### src/rtl/avalon_prefetch_pkg.sv
// Shared helpers for the sequential instruction prefetcher.
package avalon_prefetch_pkg;

   // Width of a counter that must hold 0..depth inclusive.
   function automatic int cnt_w(input int depth);
      return $clog2(depth + 1);
   endfunction

   // Next word address; callers truncate to their address width, which gives the modulo wrap.
   function automatic logic [63:0] word_inc(input logic [63:0] a);
      return a + 64'd1;
   endfunction

endpackage

### src/rtl/avalon_prefetch_fifo.sv
// Prefetch data buffer: synchronous FIFO with show-ahead head word and priority clear.
module avalon_prefetch_fifo #(
   parameter int DEPTH      = 4,
   parameter int DATA_WIDTH = 32,
   parameter int CNT_W      = 3
) (
   input  logic                  clk_i,
   input  logic                  rst_i,
   input  logic                  clear_i,
   input  logic                  push_i,
   input  logic                  pop_i,
   input  logic [DATA_WIDTH-1:0] data_i,
   output logic [DATA_WIDTH-1:0] data_o,
   output logic [CNT_W-1:0]      count_o
);
   localparam int PTR_W = (DEPTH > 1) ? $clog2(DEPTH) : 1;

   logic [DATA_WIDTH-1:0] mem_q [DEPTH];
   logic [PTR_W-1:0]      wr_q, rd_q;
   logic [CNT_W-1:0]      cnt_q;

   always_ff @(posedge clk_i) begin
      if (rst_i || clear_i) begin
         wr_q  <= '0;
         rd_q  <= '0;
         cnt_q <= '0;
      end else begin
         if (push_i) wr_q <= wr_q + 1'b1;
         if (pop_i)  rd_q <= rd_q + 1'b1;
         cnt_q <= cnt_q + CNT_W'(push_i) - CNT_W'(pop_i);
      end
   end

   always_ff @(posedge clk_i) begin
      if (push_i && !clear_i) mem_q[wr_q] <= data_i;
   end

   assign data_o  = mem_q[rd_q];
   assign count_o = cnt_q;
endmodule

### src/rtl/avalon_instr_prefetch.sv
// Sequential instruction prefetcher between the core's instruction master and the Avalon fabric.
module avalon_instr_prefetch
   import avalon_prefetch_pkg::*;
#(
   parameter int DEPTH      = 4,
   parameter int ADDR_WIDTH = 32,
   parameter int DATA_WIDTH = 32
) (
   input  logic                  clk_i,
   input  logic                  rst_i,
   input  logic                  flush_i,
   input  logic [ADDR_WIDTH-1:0] s_address,
   input  logic                  s_read,
   output logic                  s_waitrequest,
   output logic [DATA_WIDTH-1:0] s_readdata,
   output logic                  s_readdatavalid,
   output logic [ADDR_WIDTH-1:0] m_address,
   output logic                  m_read,
   input  logic                  m_waitrequest,
   input  logic [DATA_WIDTH-1:0] m_readdata,
   input  logic                  m_readdatavalid
);
   localparam int CNT_W  = cnt_w(DEPTH);
   // Repeated redirects can stack discards; the wider counter plus an issue guard keeps it from wrapping.
   localparam int DROP_W = CNT_W + 2;
   localparam logic [DROP_W-1:0] DROP_LIM = DROP_W'((1 << DROP_W) - DEPTH - 1);

   logic                  head_valid_q, head_valid_d;
   logic [ADDR_WIDTH-1:0] head_addr_q, head_addr_d;
   logic [ADDR_WIDTH-1:0] fetch_addr_q, fetch_addr_d;
   logic [ADDR_WIDTH-1:0] m_addr_q, m_addr_d;
   logic [CNT_W-1:0]      live_q, live_d, buf_cnt, buf_d;
   logic [DROP_W-1:0]     drop_q, drop_d;
   logic                  m_read_q, m_read_d;
   logic                  stale_q, stale_d;
   logic                  rdv_q;
   logic [DATA_WIDTH-1:0] rdata_q, fifo_head;

   logic match, hit, redirect, clear, accept, push, drop_resp;

   assign match     = s_read && head_valid_q && (s_address == head_addr_q);
   assign hit       = match && (buf_cnt != '0) && !flush_i;
   assign redirect  = s_read && !match;
   assign clear     = flush_i || redirect;
   assign accept    = m_read_q && !m_waitrequest;
   assign drop_resp = m_readdatavalid && (drop_q != '0);
   assign push      = m_readdatavalid && (drop_q == '0) && !clear;

   assign s_waitrequest   = s_read && !hit;
   assign s_readdata      = rdata_q;
   assign s_readdatavalid = rdv_q;
   assign m_address       = m_addr_q;
   assign m_read          = m_read_q;

   always_comb begin
      head_valid_d = head_valid_q;
      head_addr_d  = head_addr_q;
      fetch_addr_d = fetch_addr_q;
      live_d       = live_q;
      drop_d       = drop_q;
      stale_d      = stale_q;
      buf_d        = buf_cnt + CNT_W'(push) - CNT_W'(hit);
      m_read_d     = m_read_q;
      m_addr_d     = m_addr_q;

      if (clear) begin
         head_valid_d = !flush_i;
         head_addr_d  = s_address;
         fetch_addr_d = s_address;
         live_d       = '0;
         buf_d        = '0;
         // Everything in flight, including an acceptance or response this cycle, is old-stream.
         drop_d       = drop_q + DROP_W'(live_q) + DROP_W'(accept) - DROP_W'(m_readdatavalid);
         stale_d      = m_read_q && !accept;
      end else begin
         if (hit) head_addr_d = ADDR_WIDTH'(word_inc(64'(head_addr_q)));
         if (accept && !stale_q) fetch_addr_d = ADDR_WIDTH'(word_inc(64'(fetch_addr_q)));
         live_d  = live_q + CNT_W'(accept && !stale_q) - CNT_W'(m_readdatavalid && (drop_q == '0));
         drop_d  = drop_q + DROP_W'(accept && stale_q) - DROP_W'(drop_resp);
         if (accept) stale_d = 1'b0;
      end

      // A request held by the fabric must stay frozen until accepted.
      if (m_read_q && m_waitrequest) begin
         m_read_d = 1'b1;
         m_addr_d = m_addr_q;
      end else begin
         m_read_d = head_valid_d && (drop_d < DROP_LIM) &&
                    (((CNT_W+1)'(buf_d) + (CNT_W+1)'(live_d)) < (CNT_W+1)'(DEPTH));
         m_addr_d = fetch_addr_d;
      end
   end

   always_ff @(posedge clk_i) begin
      if (rst_i) begin
         head_valid_q <= 1'b0;
         head_addr_q  <= '0;
         fetch_addr_q <= '0;
         live_q       <= '0;
         drop_q       <= '0;
         stale_q      <= 1'b0;
         m_read_q     <= 1'b0;
         m_addr_q     <= '0;
         rdv_q        <= 1'b0;
         rdata_q      <= '0;
      end else begin
         head_valid_q <= head_valid_d;
         head_addr_q  <= head_addr_d;
         fetch_addr_q <= fetch_addr_d;
         live_q       <= live_d;
         drop_q       <= drop_d;
         stale_q      <= stale_d;
         m_read_q     <= m_read_d;
         m_addr_q     <= m_addr_d;
         rdv_q        <= hit;
         if (hit) rdata_q <= fifo_head;
      end
   end

   avalon_prefetch_fifo #(
      .DEPTH      (DEPTH),
      .DATA_WIDTH (DATA_WIDTH),
      .CNT_W      (CNT_W)
   ) u_fifo (
      .clk_i   (clk_i),
      .rst_i   (rst_i),
      .clear_i (clear),
      .push_i  (push),
      .pop_i   (hit),
      .data_i  (m_readdata),
      .data_o  (fifo_head),
      .count_o (buf_cnt)
   );
endmodule

### config.mk
export PLATFORM = sky130hd
export DESIGN_NAME = avalon_instr_prefetch
export DESIGN_NICKNAME = d
export VERILOG_FILES = /design/src/rtl/avalon_prefetch_pkg.sv /design/src/rtl/avalon_prefetch_fifo.sv /design/src/rtl/avalon_instr_prefetch.sv
export SDC_FILE = /design/constraint.sdc
export NUM_CORES = 1
export LEC_CHECK = 0
export CAP_MARGIN = 20
export CORE_ASPECT_RATIO = 0.9
export CORE_MARGIN = 2
export CORE_UTILIZATION = 51
export DETAILED_ROUTE_END_ITERATION = 7
export GPL_TIMING_DRIVEN = 0
export PLACE_DENSITY = 0.76
export SYNTH_ARGS = -nofsm -noshare
export SYNTH_HDL_FRONTEND = slang
export SYNTH_HIERARCHICAL = 1
export SYNTH_SLANG_ARGS = --single-unit
### constraint.sdc
create_clock -name clk_i -period 4.6 [get_ports clk_i]
set_input_delay 0.69 -clock clk_i [delete_from_list [all_inputs] [get_ports clk_i]]
set_output_delay 0.69 -clock clk_i [all_outputs]
set_load 0.01 [all_outputs]
* After elaboration in Yosys (flattened, before gate mapping)
Memories as Yosys holds them, arrays and structs flattened. A register that Yosys moved wholly into a read port is not among the register bits. Cells that the tools add are included.
Storage, ports and cells: register bits after elaboration 115, RAM bits 128, input port bits 70, output and inout port bits 67, logic and storage cells 74, memories 1
Cells by class: $add $sub $neg 14, $lt $le $gt $ge 2, equality and inequality tests 1, mux-type cells 13, reduce and logical (&&, ||, !) cells 31
Memory list:
- u_fifo.mem_q | words 4, width 32, rd ports 1, clocked after memory_dff 1, wr ports 1, RTL line avalon_prefetch_fifo.sv:18 | logic [DATA_WIDTH-1:0] mem_q [DEPTH];
Operators by type and width (number):
- $mux W32 | 4
- $add A32 B1 Y32 const B | 2
- $eq A32 B32 Y1 | 1
- $logic_and A1 B1 Y1 | 17
- $add A5 B1 Y5 | 2
- $sub A5 B1 Y5 | 2
- $logic_not A1 Y1 | 7
- $add A3 B1 Y3 | 2
- $mux W1 | 6
- $mux W3 | 2
- $sub A3 B1 Y3 | 2
- $add A5 B3 Y5 | 1
- $logic_not A5 Y1 | 1
- $lt A5 B5 Y1 const B | 1
- $mux W5 | 1
- $reduce_bool A5 Y1 | 1
- $add A2 B1 Y2 const B | 2
- $add A3 B3 Y4 | 1
- $lt A4 B3 Y1 const B | 1
- $reduce_bool A2 Y1 | 2
- $reduce_bool A3 Y1 | 1
- $logic_or A1 B1 Y1 | 2

* Logic depth before layout (Yosys ltp)
Gate-level depths: netlist (run 1).
word-level depth 14, mapped depth 18, mapped depth without buffers 16

* By module
The synthesis (run 1) kept the hierarchy.
By module, submodules not included:
- avalon_instr_prefetch | instances 1, cells an instance 899, area each 7201.9 µm², sequential area each 2802.7 µm²
- avalon_prefetch_fifo | instances 1, cells an instance 212, area each 5104.9 µm², sequential area each 4023.9 µm²

* Worst setup path after synthesis (run 1)
Ideal clock, no wire load.
path kind input port to flip-flop, from in s_address[29], to reg m_read_q, in the netlist m_read, setup time 0.058 ns, arrival time 4.306 ns, required time 4.542 ns, slack 0.236 ns, stages on the path 17, path buffers 1, cells stage by stage xor2_1 -> or4_1 -> nor4b_1 -> nand3_1 -> nand2_1 -> buf_2 -> nand2_1 -> ha_1 -> inv_1 -> ha_1 -> fa_1 -> xnor2_1 -> xnor2_1 -> nor2_1 -> ha_1 -> nor4b_1 -> a31o_2
On the way: cells in the longest elaborated chain, start to end 14, elaborated cells between the ends (all ways) 21, classes of those cells add/sub (3); order compare (2); eq/ne (1); mux (5); reduce/logical (10)
RTL lines:
- start, declared | RTL line avalon_instr_prefetch.sv:12 | input logic [ADDR_WIDTH-1:0] s_address,
- $eq A32 B32 Y1 * | RTL line avalon_instr_prefetch.sv:41 | assign match = s_read && head_valid_q && (s_address == head_addr_q);
- $logic_and A1 B1 Y1 * | RTL line avalon_instr_prefetch.sv:41
- $logic_not A1 Y1 | RTL line avalon_instr_prefetch.sv:43 | assign redirect = s_read && !match;
- $logic_and A1 B1 Y1 | RTL line avalon_instr_prefetch.sv:43
- $logic_or A1 B1 Y1 | RTL line avalon_instr_prefetch.sv:44 | assign clear = flush_i || redirect;
- $logic_not A1 Y1 | RTL line avalon_instr_prefetch.sv:47 | assign push = m_readdatavalid && (drop_q == '0) && !clear;
- $logic_and A1 B1 Y1 | RTL line avalon_instr_prefetch.sv:47
- $add A3 B1 Y3 | RTL line avalon_instr_prefetch.sv:62 | buf_d = buf_cnt + CNT_W'(push) - CNT_W'(hit);
- $sub A3 B1 Y3 | RTL line avalon_instr_prefetch.sv:62
- $mux W3 | RTL line avalon_instr_prefetch.sv:66 | if (clear) begin
- $add A3 B3 Y4 | RTL line avalon_instr_prefetch.sv:89 | (((CNT_W+1)'(buf_d) + (CNT_W+1)'(live_d)) < (CNT_W+1)'(DEPTH));
- $lt A4 B3 Y1 | RTL line avalon_instr_prefetch.sv:89
- $logic_and A1 B1 Y1 * | RTL line avalon_instr_prefetch.sv:88 | m_read_d = head_valid_d && (drop_d < DROP_LIM) &&
- $mux W1 * | RTL line avalon_instr_prefetch.sv:84 | if (m_read_q && m_waitrequest) begin
- end signal, assigned | RTL line avalon_instr_prefetch.sv:113 | m_read_q <= m_read_d;
- end, declared | RTL line avalon_instr_prefetch.sv:34 | logic m_read_q, m_read_d;
Every way passes the cells marked *; elsewhere a longest branch is shown, timed or not. A chain may end at the register's enable or synchronous reset.

* Final worst setup path (run 1)
Ends and elaborated chain as after synthesis.

==> results of run 1 <==
-- metal layers --
layer  up-vias  track usage [%]  share of wire, %
li1       4300                -                 -
met1      4285            32.18                43
met2       407            39.52                46
met3        66            5.383               8.9
met4         0            6.565               2.6
met5         -                0                 0
-- tightest hold or removal path: cells and delay by family (launching register included) --
family / cells / cell delay (ps)
flip-flops: 1 / 310
AND/OR/NAND/NOR: 1 / 50
AO/OA/AOI/OAI: 1 / 50
-- how the worst max path moves through the flow --
stage | to | slack [ps] | cells after the start | startpoint
floorplan | m_read | 240 | 17 | s_address[29]
global placement | u_fifo/mem_q[2][6] | -990 | 11 | s_address[25]
detailed placement | m_read | -980 | 18 | s_address[3]
CTS | m_read | 40 | 18 | s_address[20]
global route | m_read | -30 | 18 | s_address[29]
finish | m_read | 170 | 18 | s_address[29]
-- flip-flops by register name, summed over array words and instances, names as in the netlist, 3 cells and up, named ones only --
signal          flops
drop_q              5
u_fifo/count_o      3
s_readdata         32
fetch_addr_q       32
live_q              3
m_address          32
head_addr_q        32
u_fifo/mem_q      128
-- cell families after synthesis --
logic type,Yosys count,synth area share (%)
AO/OA/AOI/OAI,172,7.971
XOR/XNOR,82,5.958
adder cells (fa/ha/maj),32,3.619
buffers and inverters,98,3.711
flip-flops,277,55.47
multiplexers,50,7.381
AND/OR/NAND/NOR,400,15.89
-- through the flow --
| step | setup TNS (ps) | power, mW | worst slack, ps | utilization [%] | hold slack, ps |
|---|---|---|---|---|---|
| 2_1_floorplan | 0 | 3.341 | 236.4 | - | 473.8 |
| 3_3_place_gp | -122430 | 3.638 | -992.7 | 59.67 | 437.7 |
| 3_5_place_dp | -34120 | 3.655 | -984.5 | 59.77 | 445.1 |
| 4_1_cts | 0 | 6.028 | 40.60 | 64.08 | 453.4 |
| 5_1_grt | -26.61 | 6.225 | -26.61 | 64.21 | 475.3 |
| 6_report | 0 | 6.006 | 170.6 | 64.23 | 445.5 |
-- power groups by stage --
stage          clock [mW]  sequential [mW]  combinational, mW
2_1_floorplan           0             2.80              0.541
3_3_place_gp            0             2.80              0.840
3_5_place_dp            0             2.80              0.855
4_1_cts              2.41             2.75              0.866
5_1_grt              2.50             2.76              0.963
6_report             2.38             2.75              0.872
-- layout make-up --
class | instances | area share [%]
multi-input cells | 736 | 33.47
diodes | 1 | 0.01655
flip-flops and latches | 277 | 45.15
repair buffers | 138 | 9.252
clock buffers | 38 | 5.420
clock inverters | 14 | 1.142
well taps | 302 | 2.499
inverters | 44 | 1.092
plain buffers | 53 | 1.953
-- synth_stat cells (12+ instances only) --
library cell and instances:
edfxtp_1 128, xor2_1 28, mux4_2 30, nand4_1 16, inv_1 43, nor2_1 92
nor3_1 25, nor2b_1 12, dfxtp_1 149, clkbuf_1 35, a21oi_1 75, nand2_1 140
nand3_1 29, ha_1 26, o21ai_0 50, nor4_1 13, xnor2_1 53, and2_1 12
mux2i_1 18
-- what timing repair did --
action | in CTS | in global routing
endpoints found under the hold margin | 0 | 0
endpoints found under the setup margin | 2 | 1
pin swaps | 1 | 4
gates resized for setup | 7 | 9
buffers inserted | 1 | 0
-- cells in the final DEF, fill, tap and decap left out, drive strengths merged, types with 10 or more instances in the layout --
cell,Yosys,routed
o21ai,56,56
mux2i,18,18
nand3,29,29
and3,10,10
xor2,28,28
nand2,140,140
clkdlybuf4s50,0,129
nor2b,12,12
edfxtp,128,128
mux4,32,32
nor4,15,15
a21oi,75,75
dfxtp,149,149
nand4,17,17
and2,12,12
nor3,26,26
inv,44,44
clkbuf,36,73
xnor2,53,53
nor2,92,92
ha,26,26
buf,18,20
==> impl_metrics.env, run 1 <==
export IMPL_grt_usage_pct=23.95
export IMPL_hold_viol=0
export IMPL_io_buffers=136
export IMPL_fp_dieH_um=151.4
export IMPL_multi_input_area_sq_mm=0.005061
export IMPL_syn_area_per_cell_sq_um=11.08
export IMPL_slowest_delay_ps=600
export IMPL_sw_frac_of_total_pct=25.12
export IMPL_p_clk_share_pct=39.7
export IMPL_internal_power_mw=4.497
export IMPL_yosysTopAreaCellShare_pct=31.23
export IMPL_hold_depth=2
export IMPL_slew_viol_final=0
export IMPL_cpLargestDelayFamily="simple AND/OR/NAND/NOR gates"
export IMPL_netlist_area_sq_mm=0.01231
export IMPL_rows=53
export IMPL_cts_num_sinks=277
export IMPL_clock_skew_ps=8.238
export IMPL_dpl_cell_count=1550
export IMPL_timing_fmax_mhz=225.8
export IMPL_grt_overflow_total=0
export IMPL_critPathCaptureType="flip-flop"
export IMPL_worstPathMaxFanout=10
export IMPL_reg2reg_to="m_read"
export IMPL_fin_crit_sh_pct=96.29
export IMPL_slowest_stage="or4_4"
export IMPL_leakagePower_nw=5.269
export IMPL_path_buf_inv=3
export IMPL_core_area_sq_mm=0.02354
export IMPL_fin_area_sq_mm=0.01512
export IMPL_dp_hpwl_um=21410
export IMPL_synth_cell_types=62
export IMPL_setup_viol=0
export IMPL_reg2reg_depth=17
export IMPL_seq_power_share_pct=45.8
export IMPL_min_to="m_address[0]"
export IMPL_drt_pass1_iterations=7
export IMPL_tightest_slew_ps=1177
export IMPL_cts_root_buffer="clkbuf_16"
export IMPL_worstPathArrival_ps=4930
export IMPL_initial_core_util_pct=52.28
export IMPL_critical_path_class="in2reg"
export IMPL_grt_max_degree=33
export IMPL_dpl_instance_area_sq_mm=0.01407
export IMPL_synth_edf_count=128
export IMPL_cpMostUsedCell="ha_1"
export IMPL_synth_seq_area_share_pct=55.47
export IMPL_register_area_sq_mm=0.006827
export IMPL_die_w_um=167.7
export IMPL_synthCells=1111
export IMPL_synth_top_flop_cell="dfxtp_1"
export IMPL_fin_nets=1380
export IMPL_fin_crit_ps=4429
export IMPL_drtAntennaViolNets=0
export IMPL_peakVddDrop_mv=0.3731
export IMPL_hold_path_startpoint="m_address[0]"
export IMPL_cts_tree="built"
export IMPL_crit_chain="clkdlybuf4s50_1 > xor2_1 > or4_4 > nor4b_4 > nand3_2 > nand2_2 > buf_6 > nand2_1 > ha_1 > inv_1 > ha_1 > fa_1 > xnor2_1 > xnor2_1 > nor2_1 > ha_1 > nor4b_2 > a31o_2"
export IMPL_antenna_found_initial=1
export IMPL_hold_class="reg2reg"
export IMPL_final_cells=1603
export IMPL_gp_congestion=0.9162
export IMPL_clk_path_buf_depth=3
export IMPL_comb_power_share_pct=14.5
export IMPL_required_ps=5100
export IMPL_fillerInstances=1797
export IMPL_r2r_start="head_addr_q[3]"
export IMPL_synth_area_leader_cell="edfxtp_1"
export IMPL_drive_above_1_share_pct=9.538
export IMPL_die_area_sq_mm=0.02539
export IMPL_wl_per_cell_um=19.08
export IMPL_status="complete, no violations"
export IMPL_rrSetupSlack_ps=390
export IMPL_grt_pass1_wl_um=47330
export IMPL_power_density_mw_per_mm2=397.2
export IMPL_drv_cap=0
export IMPL_syn_to_final_growth_pct=22.85
export IMPL_wl_um=30580
export IMPL_syn_nets=1213
export IMPL_cts_buffers=28
export IMPL_vias=9058
export IMPL_num_io_pins=137
export IMPL_htree_levels=1
export IMPL_via_per_inst=5.651
export IMPL_postCtsHoldBufs=0
export IMPL_route_detailed_drc=0
export IMPL_relSlewSlack_pct=20.95
export IMPL_drtIter0Drc=860
export IMPL_clk_pin_slew_worst_paths_ps=60
export IMPL_clock_latency_ps=560
export IMPL_async_reset_ff_share_pct=0
export IMPL_cp_start_kind="input pin"
export IMPL_synth_area_top_cells="edfxtp_1 31%, dfxtp_1 24%, mux4_2 5.5%"
export IMPL_p_switching_mw=1.509
export IMPL_ys_ff_latch=277
export IMPL_grt_pass1_vias=8743
export IMPL_yosys_warnings=6
Note: power is estimated with default switching activity, not from simulation.
==> run 2, diff against run 1 <==
CORE_UTILIZATION = 55   (was 51)
PLACE_DENSITY = 0.78   (was 0.76)
SYNTH_HIERARCHICAL = unset   (was 1)
clock period = 4.1 ns   (was 4.6 ns; I/O delays follow)
==> impl_metrics.env, run 2 <==
export IMPL_diodes=0
export IMPL_cts_tree="built"
export IMPL_slew_viol_final=0
export IMPL_io_buffers=135
export IMPL_fin_area_sq_mm=0.01481
export IMPL_cts_num_sinks=275
export IMPL_synthCells=1046
export IMPL_fp_dieH_um=144.7
export IMPL_timing_fmax_mhz=255.1
export IMPL_wl_per_cell_um=19.60
export IMPL_synth_top_flop_cell="dfxtp_1"
export IMPL_yosys_warnings=0
export IMPL_largest_reg_flops=128
export IMPL_antenna_found_initial=0
export IMPL_cp_start_kind="input pin"
export IMPL_clk_pin_slew_worst_paths_ps=70
export IMPL_clk_path_buf_depth=3
export IMPL_core_area_sq_mm=0.02163
export IMPL_critPathCaptureType="flip-flop"
export IMPL_synth_area_leader_cell="edfxtp_1"
export IMPL_grt_overflow_total=0
export IMPL_postCtsHoldBufs=0
export IMPL_setup_viol=0
export IMPL_via_per_inst=5.790
export IMPL_total_power_mw=6.648
export IMPL_num_io_pins=137
export IMPL_tightest_slew_ps=997.3
export IMPL_final_cells=1527
export IMPL_syn_to_final_growth_pct=22.49
export IMPL_hold_class="reg2reg"
export IMPL_dp_hpwl_um=20980
export IMPL_fillerInstances=1562
export IMPL_yosysTopAreaCellShare_pct=31.79
export IMPL_cts_buffers=28
export IMPL_worstPathArrival_ps=4360
export IMPL_tns_ps=0
export IMPL_vias=8841
export IMPL_synth_area_top_cells="edfxtp_1 32%, dfxtp_1 24%, mux4_2 6.0%"
export IMPL_rsz0062_at_grt="false"
export IMPL_peakVddDrop_mv=0.3948
export IMPL_cts_root_buffer="clkbuf_16"
export IMPL_largest_register="u_fifo.mem_q"
export IMPL_fin_crit_sh_pct=95.61
export IMPL_critical_path_class="in2reg"
export IMPL_grt_pass1_wl_um=46770
export IMPL_ys_ff_latch=275
export IMPL_drive_above_1_share_pct=9.142
export IMPL_grt_max_degree=33
export IMPL_clock_latency_ps=540
export IMPL_leakagePower_nw=5.068
export IMPL_synthTopCellsByCount="147 x dfxtp_1, 128 x edfxtp_1, 88 x nand2_1, 88 x nor2_1, 62 x mux2i_1"
export IMPL_fin_nets=1313
export IMPL_relSlewSlack_pct=33.00
export IMPL_final_common_cell="dfxtp_1"
export IMPL_dpl_cell_count=1473
export IMPL_synth_seq_area_share_pct=56.14
export IMPL_netlist_area_sq_mm=0.01209
export IMPL_initial_core_util_pct=55.89
export IMPL_async_reset_ff_share_pct=0
export IMPL_synth_edf_count=128
export IMPL_die_w_um=160.3
export IMPL_drtIter0Drc=843
export IMPL_power_density_mw_per_mm2=448.9
export IMPL_htree_levels=1
export IMPL_route_detailed_drc=0
export IMPL_whs_ps=448.8
export IMPL_worstPathMaxFanout=19
export IMPL_grt_pass1_vias=8574
export IMPL_dpl_instance_area_sq_mm=0.01382
export IMPL_rows=51
export IMPL_final_cell_mix="147 x dfxtp_1, 135 x clkdlybuf4s50_1, 128 x edfxtp_1"
export IMPL_syn_area_per_cell_sq_um=11.56
export IMPL_die_area_sq_mm=0.02318
export IMPL_status="complete, no violations"
export IMPL_required_ps=4540
export IMPL_wl_um=29940
export IMPL_drtAntennaViolNets=0
export IMPL_yosysMostFrequentCell="dfxtp_1"
export IMPL_drt_pass1_iterations=7
export IMPL_gp_congestion=0.9452
export IMPL_grt_usage_pct=25.91
export IMPL_hold_viol=0
export IMPL_syn_nets=1145
export IMPL_drv_cap=0
export IMPL_fin_crit_ps=3920
export IMPL_synth_cell_types=66
export IMPL_clock_skew_ps=12.55
## run 2: cell count changes after synthesis, sizes merged, moves of 9 or more
cell / before / now
nand2: 140 / 88
mux2i: 18 / 62
a21oi: 75 / 33
xor2: 28 / 12
nand4: 17 / 30
nor3: 26 / 35
nor4: 15 / 6
## run 2: kinds of logic after synthesis
group / synth area share (%)
AOI/OAI and AO/OA: 6.841
xor gates and xnor gates: 5.216
adders and majority gates: 3.312
buffers and inverters: 3.260
DFF: 56.14
muxes: 11.10
and+or+nand+nor: 14.14
## run 2: worst paths after layout
check	startpoint	to	slack, ps	cells after the start
min	m_address[23]	m_address[23]	450	2
min reg2reg	m_address[23]	m_address[23]	450	2
max reg2reg	head_addr_q[27]	m_read	300	16
max	s_address[29]	m_read	180	16
## run 2: routing by layer
layer  routed length [um]  vias up  global-route usage [%]
li1                     -     4138                       -
met1                12620     4257                   35.27
met2                13730      374                   41.42
met3                 2402       72                   5.557
met4                 1185        0                   9.720
met5                    0        -                       0
## run 2: through the flow
step / worst slack, ps / utilization [%]
2_1_floorplan: 247.8 / -
3_3_place_gp: -1097 / 63.82
3_5_place_dp: -1100 / 63.89
4_1_cts: 80.34 / 68.48
5_1_grt: 49.54 / 68.45
6_report: 179.9 / 68.45
## run 2: final cells by class
| type | count | area, sq um | share of cell area [%] |
|---|---|---|---|
| Buffer | 49 | 209.0 | 1.411 |
| Clock buffer | 33 | 770.7 | 5.205 |
| Clock inverter | 19 | 170.2 | 1.149 |
| Inverter | 47 | 181.4 | 1.225 |
| Multi-Input combinational cell | 673 | 4933 | 33.32 |
| Sequential cell | 275 | 6787 | 45.83 |
| Tap cell | 291 | 364.1 | 2.459 |
| Timing Repair Buffer | 140 | 1393 | 9.404 |
## run 2: report_power, final
part,switching [mW],internal [mW]
sequential,0.0978,2.99
clock,1.09,1.48
combinational,0.536,0.452
## run 2: repair_timing
action / CTS / global route
setup endpoints to repair: 2 / 1
buffers inserted: 4 / 0
gates resized for setup: 4 / 2
pin swaps: 2 / 0
## run 2: worst max-delay path: stages
cell	delay, ps
clkdlybuf4s50_1	630
nor2b_1	110
a2111o_1	440
nor4_4	150
buf_4	190
nand4_4	150
inv_6	250
ha_1	270
inv_1	60
ha_1	160
fa_1	420
and3_1	170
ha_1	270
nand4_1	90
and3_1	190
o211a_1	190
